===== config.mk =====
export PLATFORM = sky130hd
export DESIGN_NAME = dmem_bridge
export DESIGN_NICKNAME = d
export VERILOG_FILES = /design/src/rtl/dmem_bridge.sv
export SDC_FILE = /design/constraint.sdc
export NUM_CORES = 1
export LEC_CHECK = 0
export ABC_AREA = 0
export ABC_CLOCK_PERIOD_IN_PS = 2150
export CAP_MARGIN = 20
export CELL_PAD_IN_SITES_DETAIL_PLACEMENT = 1
export CELL_PAD_IN_SITES_GLOBAL_PLACEMENT = 1
export CORE_ASPECT_RATIO = 0.9
export CORE_MARGIN = 2
export CORE_UTILIZATION = 30
export CTS_CLUSTER_DIAMETER = 50
export DETAILED_ROUTE_END_ITERATION = 10
export PLACE_DENSITY_LB_ADDON = 0.2
export SYNTH_ARGS = -nofsm -noshare
export SYNTH_HDL_FRONTEND = slang
export SYNTH_SLANG_ARGS = --single-unit

===== constraint.sdc =====
create_clock -name clk -period 2.15 [get_ports clk]
set_input_delay 0.43 -clock clk [delete_from_list [all_inputs] [get_ports clk]]
set_output_delay 0.43 -clock clk [all_outputs]
set_load 0.005 [all_outputs]

===== src/rtl/dmem_bridge.sv =====
// ---------------------------------------------------------------------------
// dmem_bridge
//
// Data-side memory bridge between the MEM pipeline stage and an SRAM-like
// data bus. Each load/store from the MEM stage becomes exactly one bus
// transaction over a req / addr_ok / data_ok handshake. The bridge stalls
// the pipeline until the data phase completes. It holds the load result
// while the pipeline is frozen by other stall sources. A watchdog aborts a
// transaction that the bus never answers.
//
// Parameters
//   TIMEOUT_CYCLES  Number of bus-wait cycles before an abort. The counter is
//                   16 bits wide. A value of 0 disables the watchdog.
//
// Optional feature (compile-time macro)
//   DMEM_RDATA_BYPASS_EN  When defined, the completing data_rdata goes
//                         straight to cpu_rdata and cpu_stall drops in the
//                         data_ok cycle. This saves one cycle of load latency.
//                         When undefined, cpu_rdata is always registered.
//
// Ports
//   clk, rst          Clock (rising edge) and asynchronous active-low reset.
//   cpu_en            MEM stage holds a valid load/store this cycle.
//   cpu_wr            1 = store, 0 = load.
//   cpu_size          0 byte, 1 half, 2 word. 3 is treated as word.
//   cpu_paddr         Physical address from the MMU.
//   cpu_wdata         Store data, already lane-aligned.
//   cpu_hold          Pipeline frozen by another stall source.
//   cpu_stall         Pipeline must not advance. Combinational.
//   cpu_rdata         Load result. Zero for stores and for aborted accesses.
//   bus_err           One-cycle pulse on a watchdog abort.
//   data_req/wr/size/addr/wdata   Bus request channel (registered).
//   data_addr_ok      Bus accepted the request this cycle.
//   data_data_ok      Bus completed the data phase this cycle.
//   data_rdata        Read data. Valid together with data_data_ok.
// ---------------------------------------------------------------------------
module dmem_bridge #(
  parameter int TIMEOUT_CYCLES = 255
) (
  input  logic        clk,
  input  logic        rst,
  input  logic        cpu_en,
  input  logic        cpu_wr,
  input  logic [1:0]  cpu_size,
  input  logic [31:0] cpu_paddr,
  input  logic [31:0] cpu_wdata,
  input  logic        cpu_hold,
  output logic        cpu_stall,
  output logic [31:0] cpu_rdata,
  output logic        bus_err,
  output logic        data_req,
  output logic        data_wr,
  output logic [1:0]  data_size,
  output logic [31:0] data_addr,
  output logic [31:0] data_wdata,
  input  logic        data_addr_ok,
  input  logic        data_data_ok,
  input  logic [31:0] data_rdata
);

  typedef enum logic [1:0] {
    S_IDLE,
    S_REQ,
    S_WAIT,
    S_DONE
  } state_e;

  localparam logic [15:0] TIMEOUT = 16'(TIMEOUT_CYCLES);
  localparam bit          WD_EN   = (TIMEOUT_CYCLES != 0);

  state_e      state_q;
  logic [15:0] wd_cnt_q;
  logic [31:0] rdata_q;
  logic        bus_err_q;
  logic        req_q;
  logic        wr_q;
  logic [1:0]  size_q;
  logic [31:0] addr_q;
  logic [31:0] wdata_q;

  logic        busy;
  logic        data_done;
  logic        wd_fire;
  logic [31:0] rdata_cap;

  assign busy = (state_q == S_REQ) || (state_q == S_WAIT);

  // The data phase completes in WAIT on data_ok, or in REQ only when the
  // request is accepted in the same cycle. A data_ok that arrives in REQ
  // without addr_ok belongs to no request of ours, so it is ignored.
  assign data_done = ((state_q == S_WAIT) && data_data_ok) ||
                     ((state_q == S_REQ) && data_addr_ok && data_data_ok);

  // The counter holds the number of wait cycles already spent. The abort
  // fires during the TIMEOUT-th wait cycle. A completion in that same cycle
  // takes priority over the abort.
  assign wd_fire = WD_EN && busy && !data_done &&
                   (wd_cnt_q == (TIMEOUT - 16'd1));

  // The bus returns garbage on a store, so the captured word is zeroed.
  assign rdata_cap = wr_q ? 32'h0 : data_rdata;

  // NOTE: Sequential state uses non-blocking assignments only. This way every
  // register in this block samples the pre-edge value of every other register.
  always_ff @(posedge clk or negedge rst) begin
    if (!rst) begin
      state_q   <= S_IDLE;
      wd_cnt_q  <= 16'd0;
      rdata_q   <= 32'h0;
      bus_err_q <= 1'b0;
      req_q     <= 1'b0;
      wr_q      <= 1'b0;
      size_q    <= 2'd0;
      addr_q    <= 32'h0;
      wdata_q   <= 32'h0;
    end else begin
      bus_err_q <= 1'b0;
      case (state_q)
        S_IDLE: begin
          if (cpu_en) begin
            wr_q     <= cpu_wr;
            size_q   <= (cpu_size == 2'd3) ? 2'd2 : cpu_size;
            addr_q   <= cpu_paddr;
            wdata_q  <= cpu_wdata;
            req_q    <= 1'b1;
            wd_cnt_q <= 16'd0;
            state_q  <= S_REQ;
          end
        end

        S_REQ, S_WAIT: begin
          wd_cnt_q <= wd_cnt_q + 16'd1;
          if (data_done) begin
            req_q   <= 1'b0;
            rdata_q <= rdata_cap;
`ifdef DMEM_RDATA_BYPASS_EN
            // The word was already handed over combinationally. DONE is
            // needed only if the pipeline cannot take it this cycle.
            state_q <= cpu_hold ? S_DONE : S_IDLE;
`else
            state_q <= S_DONE;
`endif
          end else if (wd_fire) begin
            req_q     <= 1'b0;
            rdata_q   <= 32'h0;
            bus_err_q <= 1'b1;
            state_q   <= S_DONE;
          end else if ((state_q == S_REQ) && data_addr_ok) begin
            req_q   <= 1'b0;
            state_q <= S_WAIT;
          end
        end

        S_DONE: begin
          if (!cpu_hold) begin
            state_q <= S_IDLE;
          end
        end

        default: state_q <= S_IDLE;
      endcase
    end
  end

  // NOTE: Every output of a combinational block gets a default first. A path
  // that forgets to assign it would otherwise infer a latch.
  always_comb begin
    cpu_stall = 1'b0;
    case (state_q)
      S_IDLE:         cpu_stall = cpu_en;
      S_REQ, S_WAIT:  cpu_stall = 1'b1;
      default:        cpu_stall = 1'b0;
    endcase
`ifdef DMEM_RDATA_BYPASS_EN
    if (data_done) begin
      cpu_stall = 1'b0;
    end
`endif
    // During reset every output reads 0, including this combinational one.
    if (!rst) begin
      cpu_stall = 1'b0;
    end
  end

`ifdef DMEM_RDATA_BYPASS_EN
  assign cpu_rdata = data_done ? rdata_cap : rdata_q;
`else
  assign cpu_rdata = rdata_q;
`endif

  assign bus_err    = bus_err_q;
  assign data_req   = req_q;
  assign data_wr    = wr_q;
  assign data_size  = size_q;
  assign data_addr  = addr_q;
  assign data_wdata = wdata_q;

endmodule


==> impl_metrics.ini <==
[die]
design.portCount = 207
chipHeight_um = 128
die_w_um = 142
dieArea_um2 = 18100
core_area_um2 = 16800
rows = 45
start_util = 0.305

[routing]
postRouteAntennaNets = 0
drc_errors = 0
drt_iter0_drc = 161
drt_wl_total_um = 14900
wire_per_inst_um = 17.2
via_per_inst = 4.64
firstDrtPassIters = 3
num_vias = 4016

[pwr]
powerDensity_nw_per_um2 = 1410
peakVddDrop_v = 0.000875
p_leak_nw = 3.34
p_total_mw = 11.5

[timing]
relSlewSlack = 0.566
setup_violations = 0
fin_worst_skew_ns = 0.00803
fmax_mhz = 495
setup_tns_ns = 0
slew_viol_final = 0
rsz0062_at_grt = false
finalHoldViolations = 0
fin_crit_ns = 2.02
period_share = 0.939
worst_pin_slew_ns = 0.651

[logic_synthesis]
synth_mux_area_frac = 0.214
ys.flop_type = dfrtp_1
syn-mean-instance-area_um2 = 12.4
synth-compound-area-share = 0.0542
synth_largest_area_cell = dfrtp_1
ys_async_sr_fraction = 1.00
yosys_warnings = 0
syn_inst = 412
yosys.area_share.adder = 0.0171
synth_top_cell_area_share = 0.581
syn_nets = 524
ys_seq_elements = 119
synth_xor_area_frac = 0
synth_area_um2 = 5120
synth_top_family_by_area = multiplexers
ys_top_cells_by_area = dfrtp_1 58%, mux2_2 15%, mux2i_1 6.6%
yosysSeqAreaShare = 0.581
synth_edf_count = 0
synth_simple_gate_area_frac = 0.0864
synth_cell_types = 41

[min_path]
hp-class = in2async

[flow_run]
drv_cap = 0

[global_routing]
grt_pass1_vias = 4330
grt_pass1_wl_um = 23100
grt_max_degree = 120
gr-total-overflow = 0
track_usage = 0.166
antenna_found_initial = 0

[cts]
cts-root-buf = clkbuf_16
hold_buffers = 0
clk_pin_slew_ns = 0.05
clock_path_buffers = 2
cts_sinks = 119
numCtsBuffers = 17
cts_tree = done
worstSkewPairLatency_ns = 0.41
h-tree-depth = 4

[critical_path]
crit_path_end_kind = flop
start_kind = flop
cp.required_ns = 2.49
cp_max_fo = 4
worstSetupPathType = reg2reg
crit_arrival_ns = 2.36

[layout]
regArea_um2 = 2980
final_net_count = 753
area_growth_pct = 59.4
num_antenna_cells = 0
fillers = 1792
fin_area_um2 = 8170
multi_input_area_um2 = 1940
layout.cells.most_common = clkdlybuf4s50_1
drive_gt1_frac = 0.211
final_cell_mix = 204 x clkdlybuf4s50_1, 119 x dfrtp_1, 67 x mux2_2
finish.utilization = 0.487

[run_status]
status = complete, no violations

[place]
place_hpwl_um = 10700
placed_area_um2 = 7580
io_buffers = 206
place.gp.congestion = 0.761
## logic make-up (layout without fill, tap and decap cells)
logic type	Yosys count	count (layout)
AND/OR/NAND/NOR	83	83
adder cells (fa/ha/maj)	7	7
multiplexers	101	101
flip-flops	119	119
AO/OA/AOI/OAI	44	44
buffers and inverters	58	300
## sequential cells by signal (all words and copies together), names as in the netlist
name	flops
wd_cnt_q	16
data_req	1
data_size	2
cpu_rdata	32
state_q	2
data_addr	32
data_wr	1
bus_err	1
data_wdata	32
## cell usage after synthesis, types with 4 or more instances
cell / number
buf_1: 7
dfrtp_1: 119
nand2b_1: 5
a31oi_1: 4
mux2_2: 67
and4_1: 4
ha_1: 7
inv_1: 38
nand2_1: 42
o21ai_0: 12
o31ai_1: 11
nand3_1: 5
mux2i_1: 34
clkbuf_1: 8
a21oi_1: 10
## where the power goes
group          internal, mW  total [mW]  switching (mW)
registers              3.24        3.78           0.540
clock network          1.64        2.66            1.01
logic                  3.15        5.06            1.91
total                  8.04        11.5            3.46
## final timing paths
check,from,to,slack [ns],cells after the start
hold / removal,rst,wd_cnt_q[12]$_DFFE_PN0P_,0.14,2
min in group clk,data_size[0]$_DFFE_PN0P_,data_size[0]$_DFFE_PN0P_,0.49,2
max in group asynchronous,rst,cpu_rdata[19]$_DFFE_PN0P_,1.54,2
setup / recovery,state_q[1]$_DFFE_PN0P_,bus_err$_DFF_PN0_,0.13,6
hold reg to reg,data_size[0]$_DFFE_PN0P_,data_size[0]$_DFFE_PN0P_,0.49,2
setup reg to reg,state_q[1]$_DFFE_PN0P_,bus_err$_DFF_PN0_,0.13,6
## per-layer routing
| metal | vias to the layer above | GRT usage | routed length [µm] |
|---|---|---|---|
| li1 | 1887 | - | - |
| met1 | 1980 | 0.204 | 6240 |
| met2 | 127 | 0.269 | 7260 |
| met3 | 22 | 0.0564 | 1050 |
| met4 | 0 | 0.0688 | 337 |
| met5 | - | 0 | 0 |
## layout make-up
type                            instances  area share
Timing Repair Buffer                  230       0.280
Inverter                               38      0.0175
Multi-Input combinational cell        235       0.237
Clock inverter                         11      0.0124
Clock buffer                           21      0.0564
Sequential cell                       119       0.365
Tap cell                              211      0.0323
## worst max-delay path, stage by stage, from the launching register on
cell and delay [ns]:
dfrtp_1 0.35, inv_1 0.08, ha_4 0.30, inv_1 0.10, or4b_2 0.65, nor4_1 0.25
and4_1 0.23
## timing repair
action | CTS | global route
gates resized for setup | 3 | 3
pin swaps | 0 | 1
setup endpoints to repair | 1 | 2
setup buffers | 0 | 1
## per-stage QoR
| stage | setup WS, ns | cells | hold slack, ns |
|---|---|---|---|
| floorplan | 0.0971 | 412 | 0.134 |
| global placement | -0.0692 | 832 | 0.464 |
| detailed placement | -0.123 | 832 | 0.489 |
| CTS | 0.0162 | 864 | 0.172 |
| global route | 0.0262 | 865 | 0.184 |
| finish | 0.131 | 865 | 0.137 |
No activity file was read; power rests on OpenSTA's default activity.
